--- config.mk ---
export PLATFORM = sky130hd
export DESIGN_NAME = pc_fetch
export DESIGN_NICKNAME = d
export VERILOG_FILES = /design/src/rtl/fetch_pkg.sv /design/src/rtl/next_pc_calc.sv /design/src/rtl/pc_fetch.sv
export SDC_FILE = /design/constraint.sdc
export NUM_CORES = 1
export LEC_CHECK = 0
export CORE_AREA = 2 2 208 210
export CTS_BUF_LIST = sky130_fd_sc_hd__clkbuf_2 sky130_fd_sc_hd__clkbuf_4 sky130_fd_sc_hd__clkbuf_8
export DETAILED_ROUTE_END_ITERATION = 6
export DIE_AREA = 0 0 210 212
export PLACE_DENSITY = 0.45
export SLEW_MARGIN = 0
export SYNTH_ARGS = -nofsm -noshare
export SYNTH_HDL_FRONTEND = slang
export SYNTH_SLANG_ARGS = --single-unit
--- constraint.sdc ---
create_clock -name CLK -period 3.3 [get_ports CLK]
set_input_delay 0.33 -clock CLK [delete_from_list [all_inputs] [get_ports CLK]]
set_output_delay 0.33 -clock CLK [all_outputs]
set_load 0.02 [all_outputs]
--- src/rtl/fetch_pkg.sv ---
// Shared definitions for the instruction-fetch stage: FSM states, PC step sizes and the
// opcode field bounds that the control decoder also uses.
package fetch_pkg;

  typedef enum logic {
    FETCH,
    EXEC
  } fetch_state_e;

  localparam int unsigned PC_INC   = 4;
  localparam int unsigned BR_SHIFT = 2;
  localparam int unsigned OPC_MSB  = 31;
  localparam int unsigned OPC_LSB  = 21;

endpackage

--- src/rtl/next_pc_calc.sv ---
// Combinational next-PC selection: sequential, conditional (branch && zero) or unconditional
// branch target, with the unconditional case taking priority.
module next_pc_calc
  import fetch_pkg::*;
#(
  parameter int unsigned PC_WIDTH = 64
) (
  input  logic [PC_WIDTH-1:0] pc,
  input  logic [PC_WIDTH-1:0] offset,
  input  logic                branch,
  input  logic                uncond_branch,
  input  logic                zero,
  output logic [PC_WIDTH-1:0] next_pc
);

  logic [PC_WIDTH-1:0] target;
  logic [PC_WIDTH-1:0] seq_pc;

  always_comb begin
    target  = pc + (offset << BR_SHIFT);
    seq_pc  = pc + PC_WIDTH'(PC_INC);
    next_pc = seq_pc;
    // Nested if (not an OR of the flags) so an X on branch is never looked at when
    // uncond_branch is set.
    if (uncond_branch) begin
      next_pc = target;
    end else if (branch && zero) begin
      next_pc = target;
    end
  end

endmodule

--- src/rtl/pc_fetch.sv ---
// Instruction-fetch stage: PC register, fetch/exec handshake FSM, instruction register and
// retired-instruction counter.
module pc_fetch
  import fetch_pkg::*;
#(
  parameter int unsigned          PC_WIDTH = 64,
  parameter logic [PC_WIDTH-1:0]  RESET_PC = '0
) (
  input  logic                CLK,
  input  logic                reset,
  output logic                imem_req,
  output logic [PC_WIDTH-1:0] imem_addr,
  input  logic                imem_ready,
  input  logic [31:0]         imem_rdata,
  output logic [31:0]         instr,
  output logic [10:0]         opcode,
  output logic                instr_valid,
  input  logic                retire,
  input  logic                branch,
  input  logic                uncond_branch,
  input  logic                zero,
  input  logic [PC_WIDTH-1:0] branch_offset,
  output logic [PC_WIDTH-1:0] pc,
  output logic [31:0]         retired_count
);

  fetch_state_e        state_q, state_d;
  logic [PC_WIDTH-1:0] pc_q, pc_d;
  logic [31:0]         instr_q, instr_d;
  logic [31:0]         count_q, count_d;
  logic [PC_WIDTH-1:0] next_pc;

  next_pc_calc #(
    .PC_WIDTH(PC_WIDTH)
  ) u_next_pc_calc (
    .pc           (pc_q),
    .offset       (branch_offset),
    .branch       (branch),
    .uncond_branch(uncond_branch),
    .zero         (zero),
    .next_pc      (next_pc)
  );

  always_comb begin
    state_d     = state_q;
    pc_d        = pc_q;
    instr_d     = instr_q;
    count_d     = count_q;
    imem_req    = 1'b0;
    instr_valid = 1'b0;
    unique case (state_q)
      FETCH: begin
        imem_req = ~reset;
        if (imem_ready) begin
          instr_d = imem_rdata;
          state_d = EXEC;
        end
      end
      EXEC: begin
        instr_valid = ~reset;
        if (retire) begin
          pc_d    = next_pc;
          count_d = count_q + 32'd1;
          state_d = FETCH;
        end
      end
      default: state_d = FETCH;
    endcase
  end

  always_ff @(posedge CLK) begin
    if (reset) begin
      state_q <= FETCH;
      pc_q    <= RESET_PC;
      instr_q <= '0;
      count_q <= '0;
    end else begin
      state_q <= state_d;
      pc_q    <= pc_d;
      instr_q <= instr_d;
      count_q <= count_d;
    end
  end

  assign imem_addr     = pc_q;
  assign pc            = pc_q;
  assign instr         = instr_q;
  assign opcode        = instr_q[OPC_MSB:OPC_LSB];
  assign retired_count = count_q;

endmodule

# Word-level counts from Yosys, hierarchy flattened
# Cells that the tools add are included.
# op_classes
n_addsub	3
n_mux	7
bitwise_logic	2
n_reduce_logical	3
# ops
operator	count
64-bit two-way mux	2
64-bit by 3-bit adder with 64-bit output (second input constant)	1
64-bit adder	1
32-bit by 1-bit adder with 32-bit output (second input constant)	1
1-bit two-way mux	4
2-bit AND reduction	2
1-bit NOT	2
1-bit case mux with 2 select lines	1
1-bit logical AND	1
# word_totals
reg_bits	129
input_bits	103
output_inout_bits	205
word_cells	19

# Logic depth before layout (Yosys ltp)
# depth
depth_word	3
mapped_depth	12

# By module
# A second synthesis with hierarchy kept.
# hier_totals
cells_unflattened	1515
hier_area_um2	10814.1
# modules_own_cells
module	n_inst	cells_per_inst	area_each_um2
next_pc_calc	1	839	5407.7
pc_fetch	1	676	5406.4

# Least setup slack after synthesis
# Ideal clock, no wire load.
# synth_path
kind	register to register
start	register pc_q[23] (netlist: imem_addr[23])
end	register pc_q[63] (netlist: imem_addr[63])
setup_time_ns	0.070
t_arrival_ns	3.170
setup_slack_ns	0.059
path_stages_with_launch	13
synth_period_minus_slack_ns	3.241
path_cell_list	dfxtp_1 -> ha_1 -> clkbuf_1 -> nand2_1 -> o21ai_0 -> a221oi_1 -> o31ai_1 -> a211o_1 -> a2111oi_1 -> nor2_2 -> mux2i_1 -> or4_1 -> a21oi_1
# synth_via
elab_chain_cells	3
word_cells_on_any_way	4
# synth_rtl
item	line	source
start, declared	pc_fetch.sv:28	logic [PC_WIDTH-1:0] pc_q, pc_d;
start signal, assigned	pc_fetch.sv:79	pc_q <= pc_d;
64-bit by 3-bit adder with 64-bit output or 64-bit adder (tied branches)	next_pc_calc.sv:21, next_pc_calc.sv:20	
64-bit two-way mux	next_pc_calc.sv:27	end else if (branch && zero) begin
64-bit two-way mux *	next_pc_calc.sv:25	if (uncond_branch) begin
# Every way passes the cells marked *; elsewhere a longest branch is shown, timed or not.
# A chain may end at the register's enable or synchronous reset.

# Worst setup path in the final report
# layout_path
start	register pc_q[26] (netlist: imem_addr[26])
end	register pc_q[63] (netlist: imem_addr[63])
# The elaborated chain is that of the path after synthesis.

==> summary.md <==
| Metric | Value |
|---|---|
| Outcome | `finished clean` |
| Yosys reg bits | `127` |
| Die ar. | `44500 µm²` |
| Pwr Total | `5.03 mW` |
| Clk pin slew, worst setup/hold paths | `100 ps` |
| Top FF cell, synth | `dfxtp_1` |
| Clock skew | `20.3 ps` |
| Sw power | `1.71 mW` |
| Clock net sink count | `127` |
| Antenna-violating nets left | `0` |
| Fraction of layout cells with a size suffix above 1 | `0.176` |
| Multi-input logic area | `7030 µm²` |
| Core Region | `42500 µm²` |
| Initial antenna violation count | `1` |
| Ys async rst share | `0` |
| Pre-Repair DR Iteration Count | `5` |
| Pwr dens | `318 nW/µm²` |
| Critical path type | `reg -> reg` |
| Final worst path period share | `0.958` |
| Hold Crit Depth | `2` |
| Hold Path Sink | `retired_count[8]$_SDFFE_PP0P_` |
| Internal Power | `3.33 mW` |
| Routed length per placed instance | `18.3 µm` |
| Crit-path max FO | `3` |
| Clock tree from TritonCTS | `built` |
| Comb power frac | `0.333` |
| Synthesis Warnings | `0` |
| Final setup violation count | `0` |
| Hold Crit Start | `reset` |
| Max_cap viols | `0` |
| Die span in y | `212 µm` |
| Insertion delay to the later sink of the worst-skew pair | `490 ps` |
| Clock power share | `0.341` |
| Largest net degree at the start of global routing | `58` |
| HPWL Detailed | `34700 µm` |
| Vias | `12172` |
| Sw Share | `0.339` |
| Post-synth cell types | `72` |
| Pins Over Slew Limit | `0` |
| Layout area overhead | `52.2%` |
| Drt drc | `0` |
| Tot GR Track Use | `0.198` |
| Number of global-route vias before repair | `11871` |
| Critical R2R Capture | `imem_addr[63]$_SDFFE_PP0P_` |
| Mapped Cells | `1444` |
| HP Class | `in -> reg` |
| Minimum clock period | `3160 ps` |
| R2R Setup Slk | `140 ps` |
| Filler instances | `4466` |
| Worst reg2reg path depth | `11` |
| Maximum VDD drop | `0.000197 V` |
| Routability cong. | `0.887` |
| CP Launch Type | `flip-flop` |
| RSZ-0062 raised after global routing | `true` |
| Iter 0 DRT Violations | `782` |
| IO Pins | `308` |
| Final WL | `44700 µm` |
| Seq/Total Area, Yosys | `0.244` |
| Initial Util | `0.245` |
| Worst slew pin tran | `746 ps` |
| EDFF count, synth | `0` |
| Final hold slack | `182 ps` |
| Leak | `6.47 nW` |
| PnR worst setup slack | `139 ps` |
| Die width | `210 µm` |
| Seq. cell area | `2540 µm²` |
| Max clock buf depth | `2` |
| Non-filler cells, final | `2439` |
| Slew margin rel. | `0.503` |
| Seq pwr share | `0.326` |
| Cells after DPL | `2408` |
| Worst r2r src | `imem_addr[26]$_SDFFE_PP0P_` |
| CP required | `3710 ps` |
| CP endpoint kind | `flip-flop` |
| Clock root cell | `clkbuf_8` |
| Max Fclk | `0.316 GHz` |
| First-pass GRT wire length | `68400 µm` |
| Crit path DAT | `3580 ps` |
| Cell Rows | `76` |
| DR vias/cell | `4.99` |
| H-Tree Level Count | `4` |
| # nets final | `2048` |
| Final Hold Fails | `0` |
| Ant diodes | `0` |
| Pre-CTS WS | `-589 ps` |
| CTS buffer count | `17` |
| Port Buffers | `301` |
| Synthesized area | `10400 µm²` |
| Synthesized area per cell | `7.21 µm²` |
| Total grt overflow | `0` |
-- Yosys cell counts, types with 8 or more instances --
| library cell | instances | area share |
|---|---|---|
| xnor2_1 | 37 | 0.031 |
| buf_4 | 79 | 0.057 |
| and2_1 | 9 | 0.0054 |
| a31oi_1 | 23 | 0.014 |
| clkbuf_1 | 53 | 0.019 |
| buf_2 | 9 | 0.0043 |
| o21ai_0 | 103 | 0.050 |
| o22ai_1 | 12 | 0.0072 |
| a211oi_1 | 18 | 0.013 |
| nand3_1 | 62 | 0.030 |
| and3_1 | 29 | 0.017 |
| dfxtp_1 | 127 | 0.24 |
| o21a_1 | 13 | 0.0094 |
| ha_1 | 63 | 0.076 |
| nor3_1 | 33 | 0.016 |
| nor2b_1 | 8 | 0.0048 |
| o21bai_1 | 14 | 0.010 |
| a21o_1 | 45 | 0.032 |
| or3_1 | 13 | 0.0078 |
| inv_1 | 25 | 0.0090 |
| nor4_1 | 9 | 0.0054 |
| o31ai_1 | 13 | 0.0094 |
| nand4_1 | 29 | 0.017 |
| a21oi_1 | 169 | 0.081 |
| nor2_1 | 120 | 0.043 |
| buf_1 | 8 | 0.0029 |
| xor2_1 | 37 | 0.031 |
| nand2_1 | 187 | 0.067 |
-- cell type report --
cell class / instances / share of cell area
Clock buffer: 19 / 0.0165
Clock inverter: 12 / 0.0131
Timing Repair Buffer: 566 / 0.317
Tap cell: 546 / 0.0431
Inverter: 26 / 0.00616
Multi-Input combinational cell: 1143 / 0.444
Sequential cell: 127 / 0.161
-- placed cells by master (no fill, tap or decap), drive strengths merged, types with 5 or more instances in the layout --
cell | Yosys | layout
nor2 | 121 | 121
nand2b | 5 | 5
clkdlybuf4s50 | 0 | 300
o21bai | 14 | 14
nand2 | 187 | 187
xnor2 | 37 | 37
a31oi | 23 | 23
buf | 96 | 266
xor2 | 37 | 37
o21a | 13 | 13
a2111oi | 7 | 7
ha | 63 | 63
a21boi | 5 | 5
o22ai | 12 | 12
o211ai | 6 | 6
dfxtp | 127 | 127
and3 | 29 | 29
nor4 | 11 | 11
a21o | 45 | 45
a211oi | 19 | 19
inv | 25 | 26
nor3 | 35 | 35
or4 | 6 | 6
bufinv | 0 | 5
o21ai | 104 | 104
o31ai | 13 | 13
clkbuf | 55 | 19
nand3 | 62 | 62
nor2b | 8 | 8
nand4 | 30 | 30
and2 | 10 | 10
o221ai | 7 | 7
or3 | 13 | 13
a21oi | 171 | 171
-- routing by layer --
| layer | track usage | wire length, µm |
|---|---|---|
| met4 | 0.0494 | 648 |
| met1 | 0.262 | 20900 |
| met2 | 0.338 | 20900 |
| met5 | 0 | 13 |
| met3 | 0.0291 | 2120 |
-- registers in the layout (all words and copies together), names as in the netlist --
register / cells
imem_addr: 62
instr: 32
retired_count: 32
state_q: 1
-- worst max path at each step --
| stage | start | to | slack, ps | cells past startpoint |
|---|---|---|---|---|
| 2_1_floorplan | imem_addr[23]$_SDFFE_PP0P_ | imem_addr[63]$_SDFFE_PP0P_ | 60 | 12 |
| 3_3_place_gp | branch_offset[22] | imem_addr[63]$_SDFFE_PP0P_ | -640 | 12 |
| 3_5_place_dp | branch_offset[22] | imem_addr[63]$_SDFFE_PP0P_ | -590 | 12 |
| 4_1_cts | imem_addr[24]$_SDFFE_PP0P_ | imem_addr[63]$_SDFFE_PP0P_ | 30 | 11 |
| 5_1_grt | imem_addr[14]$_SDFFE_PP0P_ | imem_addr[37]$_SDFFE_PP0P_ | -20 | 12 |
| 6_report | imem_addr[26]$_SDFFE_PP0P_ | imem_addr[63]$_SDFFE_PP0P_ | 140 | 11 |
-- power groups by stage --
stage	registers (mW)	logic, mW	clock network, mW
4_1_cts	1.64	1.67	1.76
3_5_place_dp	1.68	1.66	0
5_1_grt	1.65	1.82	1.82
6_report	1.64	1.68	1.72
2_1_floorplan	1.78	0.776	0
3_3_place_gp	1.68	1.65	0
-- through the flow --
step           TNS (ps)  utilization  instance area, µm²
4_1_cts               0        0.370               15700
3_3_place_gp      -8800        0.359               15200
6_report              0        0.373               15800
3_5_place_dp      -8410        0.359               15200
2_1_floorplan         0            -               10400
5_1_grt           -19.8        0.373               15800
-- repair_timing --
item	in CTS	in global routing
resized for setup	7	20
buffers inserted	0	0
setup endpoints to repair	4	16
hold buffers	0	0
pin swaps	3	5
-- logic make-up (layout without fill, tap and decap cells) --
family | Yosys count | count (layout) | synth area share
other cells | 1 | 4 | 0.000360
flops | 127 | 127 | 0.244
fa+ha+maj | 64 | 64 | 0.0777
xor+xnor | 74 | 74 | 0.0623
buf+inv | 177 | 623 | 0.0937
mux | 4 | 4 | 0.00385
compound gates | 471 | 471 | 0.279
simple gates | 526 | 526 | 0.239
-- critical path, stage by stage, from the launching register on --
cell,delay (ps)
dfxtp_1,330
ha_1,320
a21o_1,190
a21o_1,180
a221oi_2,260
o31ai_1,150
a211o_1,370
a2111oi_4,400
nor2_2,110
mux2i_1,140
or4_1,470
a21oi_1,140
(Power assumes the default switching activity.)
